**src/rtl/uart_pkg.sv**
```systemverilog
`default_nettype none
// ============================================================================
// Module      : uart_pkg
// Description : Shared UART types and defaults (transmitter / receiver).
// Revision    : 1.0 - initial release
// ============================================================================
package uart_pkg;

    localparam int   CLKS_PER_BIT_DEF = 1;
    localparam int   DATA_BITS_DEF    = 8;
    localparam int   STOP_BITS_DEF    = 1;
    localparam logic LINE_IDLE        = 1'b1;

    typedef enum logic [1:0] {
        IDLE  = 2'd0,
        START = 2'd1,
        DATA  = 2'd2,
        STOP  = 2'd3
    } tx_state_t;

endpackage
`default_nettype wire

```
**src/rtl/uart_baud_tick.sv**
```systemverilog
`default_nettype none
// ============================================================================
// Module      : uart_baud_tick
// Description : Bit-period counter; o_tick marks the last clk of each bit.
// Revision    : 1.0 - initial release
// ============================================================================
module uart_baud_tick #(
    parameter int CLKS_PER_BIT = 1
) (
    input  logic clk,
    input  logic rst,
    input  logic i_clear,
    input  logic i_enable,
    output logic o_tick
);

    localparam int                 c_CNT_W   = (CLKS_PER_BIT > 1) ? $clog2(CLKS_PER_BIT) : 1;
    localparam logic [c_CNT_W-1:0] c_CNT_MAX = c_CNT_W'(CLKS_PER_BIT - 1);

    logic [c_CNT_W-1:0] r_count;

    always_ff @(posedge clk or posedge rst) begin
        if (rst) begin
            r_count <= '0;
        end else if (i_clear) begin
            r_count <= '0;
        end else if (i_enable) begin
            r_count <= (r_count == c_CNT_MAX) ? '0 : r_count + 1'b1;
        end
    end

    assign o_tick = (r_count == c_CNT_MAX);

endmodule
`default_nettype wire

```
**src/rtl/uart_transmitter.sv**
```systemverilog
`default_nettype none
// ============================================================================
// Module      : uart_transmitter
// Description : UART frame serialiser with a one-entry holding register.
// Revision    : 1.0 - initial release
// ============================================================================
module uart_transmitter
    import uart_pkg::*;
#(
    parameter int CLKS_PER_BIT = CLKS_PER_BIT_DEF,
    parameter int DATA_BITS    = DATA_BITS_DEF,
    parameter int STOP_BITS    = STOP_BITS_DEF
) (
    input  logic                 clk,
    input  logic                 reset,
    input  logic [DATA_BITS-1:0] tx_data,
    input  logic                 tx_valid,
    output logic                 tx_ready,
    output logic                 TXD,
    output logic                 tx_busy,
    output logic                 tx_done
);

    localparam int                 c_IDX_W     = $clog2(DATA_BITS);
    localparam logic [c_IDX_W-1:0] c_LAST_DATA = c_IDX_W'(DATA_BITS - 1);
    localparam logic [c_IDX_W-1:0] c_LAST_STOP = c_IDX_W'(STOP_BITS - 1);

    tx_state_t            r_state;
    tx_state_t            w_state_nxt;
    logic [DATA_BITS-1:0] r_hold;
    logic                 r_hold_full;
    logic [DATA_BITS-1:0] r_shift;
    logic [DATA_BITS-1:0] w_shift_nxt;
    logic [c_IDX_W-1:0]   r_bit_idx;
    logic [c_IDX_W-1:0]   w_bit_idx_nxt;
    logic                 r_txd;
    logic                 w_txd_nxt;
    logic                 r_busy;
    logic                 r_done;
    logic                 w_tick;
    logic                 w_accept;
    logic                 w_frame_end;
    logic                 w_load;

    assign w_accept    = tx_valid && !r_hold_full;
    assign w_frame_end = (r_state == STOP) && w_tick && (r_bit_idx == c_LAST_STOP);
    assign w_load      = r_hold_full && ((r_state == IDLE) || w_frame_end);

    uart_baud_tick #(
        .CLKS_PER_BIT (CLKS_PER_BIT)
    ) u_baud_tick (
        .clk      (clk),
        .rst      (reset),
        .i_clear  (w_load),
        .i_enable (r_state != IDLE),
        .o_tick   (w_tick)
    );

    always_comb begin
        w_state_nxt   = r_state;
        w_shift_nxt   = r_shift;
        w_bit_idx_nxt = r_bit_idx;
        w_txd_nxt     = r_txd;
        case (r_state)
            IDLE: begin
                w_txd_nxt = LINE_IDLE;
                if (r_hold_full) begin
                    w_state_nxt   = START;
                    w_shift_nxt   = r_hold;
                    w_bit_idx_nxt = '0;
                    w_txd_nxt     = 1'b0;
                end
            end
            START: begin
                if (w_tick) begin
                    w_state_nxt   = DATA;
                    w_bit_idx_nxt = '0;
                    w_txd_nxt     = r_shift[0];
                end
            end
            DATA: begin
                if (w_tick) begin
                    if (r_bit_idx == c_LAST_DATA) begin
                        w_state_nxt   = STOP;
                        w_bit_idx_nxt = '0;
                        w_txd_nxt     = LINE_IDLE;
                    end else begin
                        // Shift right so the next data bit is always at index 1
                        w_bit_idx_nxt = r_bit_idx + 1'b1;
                        w_shift_nxt   = r_shift >> 1;
                        w_txd_nxt     = r_shift[1];
                    end
                end
            end
            STOP: begin
                if (w_frame_end) begin
                    if (r_hold_full) begin
                        w_state_nxt   = START;
                        w_shift_nxt   = r_hold;
                        w_bit_idx_nxt = '0;
                        w_txd_nxt     = 1'b0;
                    end else begin
                        w_state_nxt = IDLE;
                        w_txd_nxt   = LINE_IDLE;
                    end
                end else if (w_tick) begin
                    w_bit_idx_nxt = r_bit_idx + 1'b1;
                end
            end
            default: begin
                w_state_nxt = IDLE;
                w_txd_nxt   = LINE_IDLE;
            end
        endcase
    end

    always_ff @(posedge clk or posedge reset) begin
        if (reset) begin
            r_state     <= IDLE;
            r_hold      <= '0;
            r_hold_full <= 1'b0;
            r_shift     <= '0;
            r_bit_idx   <= '0;
            r_txd       <= LINE_IDLE;
            r_busy      <= 1'b0;
            r_done      <= 1'b0;
        end else begin
            r_state   <= w_state_nxt;
            r_shift   <= w_shift_nxt;
            r_bit_idx <= w_bit_idx_nxt;
            r_txd     <= w_txd_nxt;
            r_busy    <= (w_state_nxt != IDLE);
            r_done    <= w_frame_end;
            if (w_accept) begin
                r_hold      <= tx_data;
                r_hold_full <= 1'b1;
            end else if (w_load) begin
                r_hold_full <= 1'b0;
            end
        end
    end

    assign tx_ready = !r_hold_full;
    assign TXD      = r_txd;
    assign tx_busy  = r_busy;
    assign tx_done  = r_done;

endmodule
`default_nettype wire

```
**config.mk**
```make
export PLATFORM = sky130hd
export DESIGN_NAME = uart_transmitter
export DESIGN_NICKNAME = d
export VERILOG_FILES = /design/src/rtl/uart_pkg.sv /design/src/rtl/uart_baud_tick.sv /design/src/rtl/uart_transmitter.sv
export SDC_FILE = /design/constraint.sdc
export NUM_CORES = 1
export LEC_CHECK = 0
export ABC_AREA = 0
export CAP_MARGIN = 40
export CORE_MARGIN = 8
export CORE_UTILIZATION = 49
export DETAILED_ROUTE_END_ITERATION = 12
export PLACE_DENSITY = 0.74
export SYNTH_ARGS = -nofsm -noshare
export SYNTH_HDL_FRONTEND = slang
export SYNTH_SLANG_ARGS = --single-unit
```
**constraint.sdc**
```tcl
create_clock -name clk -period 1.4 [get_ports clk]
set_input_delay 0.14 -clock clk [delete_from_list [all_inputs] [get_ports clk]]
set_output_delay 0.14 -clock clk [all_outputs]
set_load 0.03 [all_outputs]
```
## Yosys cells after proc, flatten, opt, wreduce, memory -nomap -nowiden

Index checks and enable logic that the tools add are counted.

| cells by class | value |
|---|---|
| multiplexer cells | 30 |
| add/subtract/negate cells | 2 |
| eq/ne operators | 9 |
| bitwise gates (word level) | 1 |
| reduce and logical (&&, ||, !) cells | 16 |

Operators by type and width:

| cell | number |
|---|---|
| $mux W8 | 4 |
| $pmux W8 S3 | 1 |
| $mux W3 | 6 |
| $pmux W3 S4 | 1 |
| $mux W1 | 11 |
| $mux W2 | 5 |
| $ne A2 B2 Y1 const B | 4 |
| $pmux W2 S4 | 1 |
| $reduce_bool A2 Y1 | 4 |
| $reduce_and A3 Y1 | 2 |
| $eq A2 B2 Y1 const B | 2 |
| $logic_and A1 B1 Y1 | 4 |
| $pmux W1 S4 | 1 |
| $reduce_and A4 Y1 | 1 |
| $add A3 B1 Y3 const B | 1 |
| $eq A3 B3 Y1 const B | 1 |
| $logic_not A3 Y1 | 1 |
| $ne A3 B3 Y1 const B | 1 |
| $reduce_bool A3 Y1 | 1 |
| $eq A2 B1 Y1 const B | 1 |
| $logic_not A2 Y1 | 1 |
| $add A1 B1 Y1 const B | 1 |
| $logic_not A1 Y1 | 1 |
| $logic_or A1 B1 Y1 | 1 |
| $not A1 Y1 | 1 |

| word-level totals | value |
|---|---|
| bits of input ports | 11 |
| bits in registers | 26 |
| logic and storage cells | 67 |
| output and inout bits | 4 |

## Depth between registers and ports, before layout

Gate-level depths: netlist (run 1).

| logic depth | value |
|---|---|
| word-level depth | 7 |
| gate-level depth with buffers | 7 |
| depth with buffers taken out | 6 |

## Modules after synthesis

A second synthesis (run 1) with hierarchy kept.

| unflattened totals | value |
|---|---|
| cells, all modules | 125 |
| area, all modules | 1367.6 sq um |

Modules (own cells, without submodules):

| module | cells each | instances | area an instance (sq um) | sequential area each (sq um) |
|---|---|---|---|---|
| uart_transmitter | 123 | 1 | 1356.3 | 626.9 |
| uart_baud_tick | 2 | 1 | 11.3 | 0.0 |

## Least setup slack after synthesis (run 1)

No wires, ideal clock.

| timing path | value |
|---|---|
| path kind | reg2reg |
| start | register r_state[0] |
| end | register r_shift[2] |
| arrival | 1.478 ns |
| setup slack | -0.157 ns |
| required time | 1.321 ns |
| clock period less this slack | 1.557 ns |
| stages on the path, launching flop included | 7 |
| cells stage by stage | dfrtp_1 -> inv_1 -> ha_1 -> nand2b_2 -> a22oi_4 -> and2_2 -> a2bb2oi_1 |

| between the ends | value |
|---|---|
| cells in the longest elaborated chain, start to end | 5 |
| elaborated cells on any way between the ends | 11 |
| classes of those cells | eq/ne (5); mux (1); reduce/logical (5) |

RTL lines:

| what | RTL line | source |
|---|---|---|
| from (decl) | uart_transmitter.sv:28 | `tx_state_t r_state;` |
| from (signal assigned) | uart_transmitter.sv:128 | `r_state <= w_state_nxt;` |
| $eq A2 B2 Y1 | uart_transmitter.sv:46, uart_transmitter.sv:64 |  |
| $logic_and A1 B1 Y1 (2 in a row) | uart_transmitter.sv:46 | `assign w_frame_end = (r_state == STOP) && w_tick && (r_bit_idx == c_LAST_STOP);` |
| $ne A2 B2 Y1 (no source line) | -- |  |
| $reduce_and A4 Y1 (no source line) | -- |  |
| to (signal assigned) | uart_transmitter.sv:129 | `r_shift <= w_shift_nxt;` |
| to (decl) | uart_transmitter.sv:32 | `logic [DATA_BITS-1:0] r_shift;` |

Several ways; a longest one is shown, not always the timed one.
A chain may end at the register's enable or synchronous reset.

## Worst setup path in the final report (run 1)

| timing path | value |
|---|---|
| start | register r_state[0] |
| end | register r_shift[6] |

Same word-level chain as after synthesis.

==> parameters.txt, run 1 <==
Parameter                              Value

Run status
  Result of the run    complete, but fails checks
  Violations in the final reports    negative setup slack

Logic synthesis
  Seq/Total Area, Yosys    49.75%
  Top FF cell, synth    sky130_fd_sc_hd__dfrtp_1
  Count of flip-flops with a built-in enable after synthesis    0
  Post-synthesis register bit count    25
  Netlist area before placement    0.001260 mm^2
  Mapped Cells    115
  Synthesized net count    133
  Count of warnings emitted by yosys    0
  Share of synthesized registers carrying an async set or reset    100.0%
  Avg Cell Area, Syn    10.96 um^2
  Count of cell types in the netlist    31

Final layout
  Commonest non-fill, non-tap cell in the layout    sky130_fd_sc_hd__buf_4
  NumNets Final    174
  Fraction of layout cells with a size suffix above 1    50.97%
  Leading cell types in the layout, fill and taps excluded    27 x sky130_fd_sc_hd__buf_4, 22 x sky130_fd_sc_hd__dfrtp_1, 10 x sky130_fd_sc_hd__clkdlybuf4s50_1
  Count of fill cells added during filler insertion    168
  Antenna Cells    0
  Area growth syn-to-layout    43.30%

Min path
  Worst min path class    input port to async pin

Global routing
  Largest net degree at the start of global routing    26
  Initial antenna violation count    0
  Wire length of the first global-routing pass    4.968 mm
  Overall global routing resource usage    14.47%
  Via count of the first global-routing pass    1073
  Aggregate global routing overflow    0

Placed design
  Post-placement worst setup slack    -0.1439 ns
  Port buffer count    14
  DP HPWL    2.058 mm
  Final weighted congestion of routability-driven global placement    0.8836

Floorplan
  Top Ports    15
  Die width    66.71 um
  Core Region    0.002455 mm^2
  Die outline area    0.004450 mm^2
  Die Span Y    66.71 um
  # rows    18
  Starting utilization of the core area    51.33%

Worst setup path
  Type of destination of the critical path    flip-flop
  Highest net fanout along the worst path    3
  Worst reg2reg setup slack    -0.12 ns
  Data required time of the critical path    1.62 ns
  Start-to-end type of the worst setup path    flip-flop to flip-flop
  Register-to-Register Path Depth    6
  Worst reg2reg path endpoint    r_shift[6]
  Category of the worst setup path launch point    flip-flop
  Source of the worst register-to-register timing path    r_state[0]
  Data arrival, critical path    1.74 ns

CTS
  Htree depth    1
  Master cell of the clock root buffer    sky130_fd_sc_hd__clkbuf_4
  Clock-pin slew reported for the worst setup and hold paths after clock tree synthesis    0.13 ns
  Clock Path Buffers    2
  Clock insertion delay at the later pin of the skew report    0.32 ns
  Number of sinks on the clock net    25
  Number of buffers inserted during clock tree synthesis    3
  Clock tree from TritonCTS    yes

Timing
  PnR worst setup slack    -0.1187 ns
  Setup skew after layout    0.003595 ns
  Max-slew violations    0
  Final critical-path share of the clock period    108.5%
  Max-slew headroom    78.81%
  Shortest clock period the worst path allows after layout    1.519 ns
  Worst slew pin tran    0.3179 ns
  # setup viols final    11
  Number of endpoints with negative hold slack in the final report    0
  Hold Worst Slack    0.1513 ns
  Highest Clock Rate    0.6585 GHz
  Setup repair after global routing missed its margin    true

Pwr
  Leakage power    0.0007949 uW
  Peak ir drop on the vdd network    1578 uV
  Power density over the cells    2384 mW/mm^2
  Total power after layout    4305 uW

Flow run
  Max Cap Violations    0

Route
  Final antenna-violating net count    0
  Wire per inst    16.36 um
  DRT Pass-1 Iters    5
  Total wire length    3.026 mm
  DRC violations left    0
  Via total after detailed routing    1020
  Vias per inst    5.514
  Violation count after the first detailed-routing iteration    30
[through the flow]
| step | instance area, um^2 | TNS (ns) | instances | util [%] |
|---|---|---|---|---|
| after CTS | 1724 | -0.5324 | 179 | 70.23 |
| after global placement | 1580 | -0.4730 | 172 | 64.37 |
| final | 1805 | -0.7044 | 185 | 73.55 |
| after floorplan | 1311 | -0.2364 | 115 | - |
| after detailed placement | 1580 | -1.022 | 172 | 64.37 |
| after global routing | 1805 | -1.468 | 185 | 73.55 |
[state kept, by name (all words and copies together), names as in the netlist]
register	flops
r_hold	8
r_shift	8
r_bit_idx	3
r_state	2
TXD	1
r_hold_full	1
tx_busy	1
tx_done	1
[worst max path at each step]
stage,depth (start not counted),to,startpoint
detailed placement,6,r_shift[2],r_state[0]
finish,6,r_shift[6],r_state[0]
CTS,6,r_shift[0],r_state[1]
global placement,6,tx_busy,r_state[0]
global route,6,r_shift[2],r_state[1]
floorplan,6,r_shift[3],r_state[1]
[critical path, stage by stage, from the launching register on]
cell and delay [ns]:
sky130_fd_sc_hd__dfrtp_2 0.46, sky130_fd_sc_hd__inv_2 0.09, sky130_fd_sc_hd__ha_2 0.22, sky130_fd_sc_hd__inv_2 0.08, sky130_fd_sc_hd__or3_1 0.38, sky130_fd_sc_hd__o21ai_1 0.12
sky130_fd_sc_hd__a2bb2oi_2 0.08
[synthesized netlist by cell type, drive strengths merged (2+ instances only)]
cell,count,area [um^2]
a211oi,3,22.52
a21oi,5,25.02
a22oi,2,28.78
a2bb2oi,5,43.79
a31oi,2,12.51
buf,3,15.01
clkbuf,2,7.510
dfrtp,24,600.6
ha,7,87.58
inv,9,33.78
mux2,8,90.09
nand2,7,26.28
nand2b,3,28.78
nor2,7,26.28
nor2b,5,31.28
o21ai,5,25.02
o221a,2,22.52
o22ai,6,37.54
[where the power goes]
group	internal, uW	switching (uW)	total, uW	leakage (uW)
clock	112	206	318	0.0000150
combinational	1450	1220	2670	0.000485
sequential	1070	250	1320	0.000295
total	2630	1680	4300	0.000795
[logic make-up (layout without fill, tap and decap cells)]
family,after synthesis,in the layout,synth area share [%]
compound gates,34,34,20.06
fa+ha+maj,7,7,6.951
simple gates,27,27,11.62
mux,8,8,7.150
flops,25,25,49.75
buf+inv,14,54,4.468
[routing by layer]
metal  wire length, um  vias up  global-route usage [%]  part of all wire (%)
met5                 0        -                       0                     0
met4                45        0                   6.933                   1.5
met3                95        5                   3.020                   3.1
met2              1585       21                   24.73                    52
met1              1299      498                   16.70                    43
li1                  -      496                       -                     -
[what timing repair did]
action | in CTS | in global routing
setup buffers | 3 | 6
pin swaps | 3 | 3
hold buffers | 0 | 0
gates resized for setup | 24 | 12
endpoints found under the setup margin | 16 | 15
[final cells by class]
cell class | instances | area, um^2 | area share (%)
Multi-Input combinational cell | 76 | 738.2 | 40.89
Sequential cell | 25 | 629.4 | 34.86
Timing Repair Buffer | 41 | 340.3 | 18.85
Tap cell | 30 | 37.54 | 2.079
Inverter | 9 | 33.78 | 1.871
Clock buffer | 4 | 26.28 | 1.455
No activity file was read; power rests on OpenSTA's default activity.
==> run 2: changes to the inputs <==
SLEW_MARGIN = 20   (was unset)
==> results of run 2 <==
Final layout, timing and power as in run 1 (identical DEF).
==> run 3: changes to the inputs <==
ABC_CLOCK_PERIOD_IN_PS = 1400   (was unset)
==> results of run 3 <==
Final layout, timing and power as in run 1 (identical DEF).
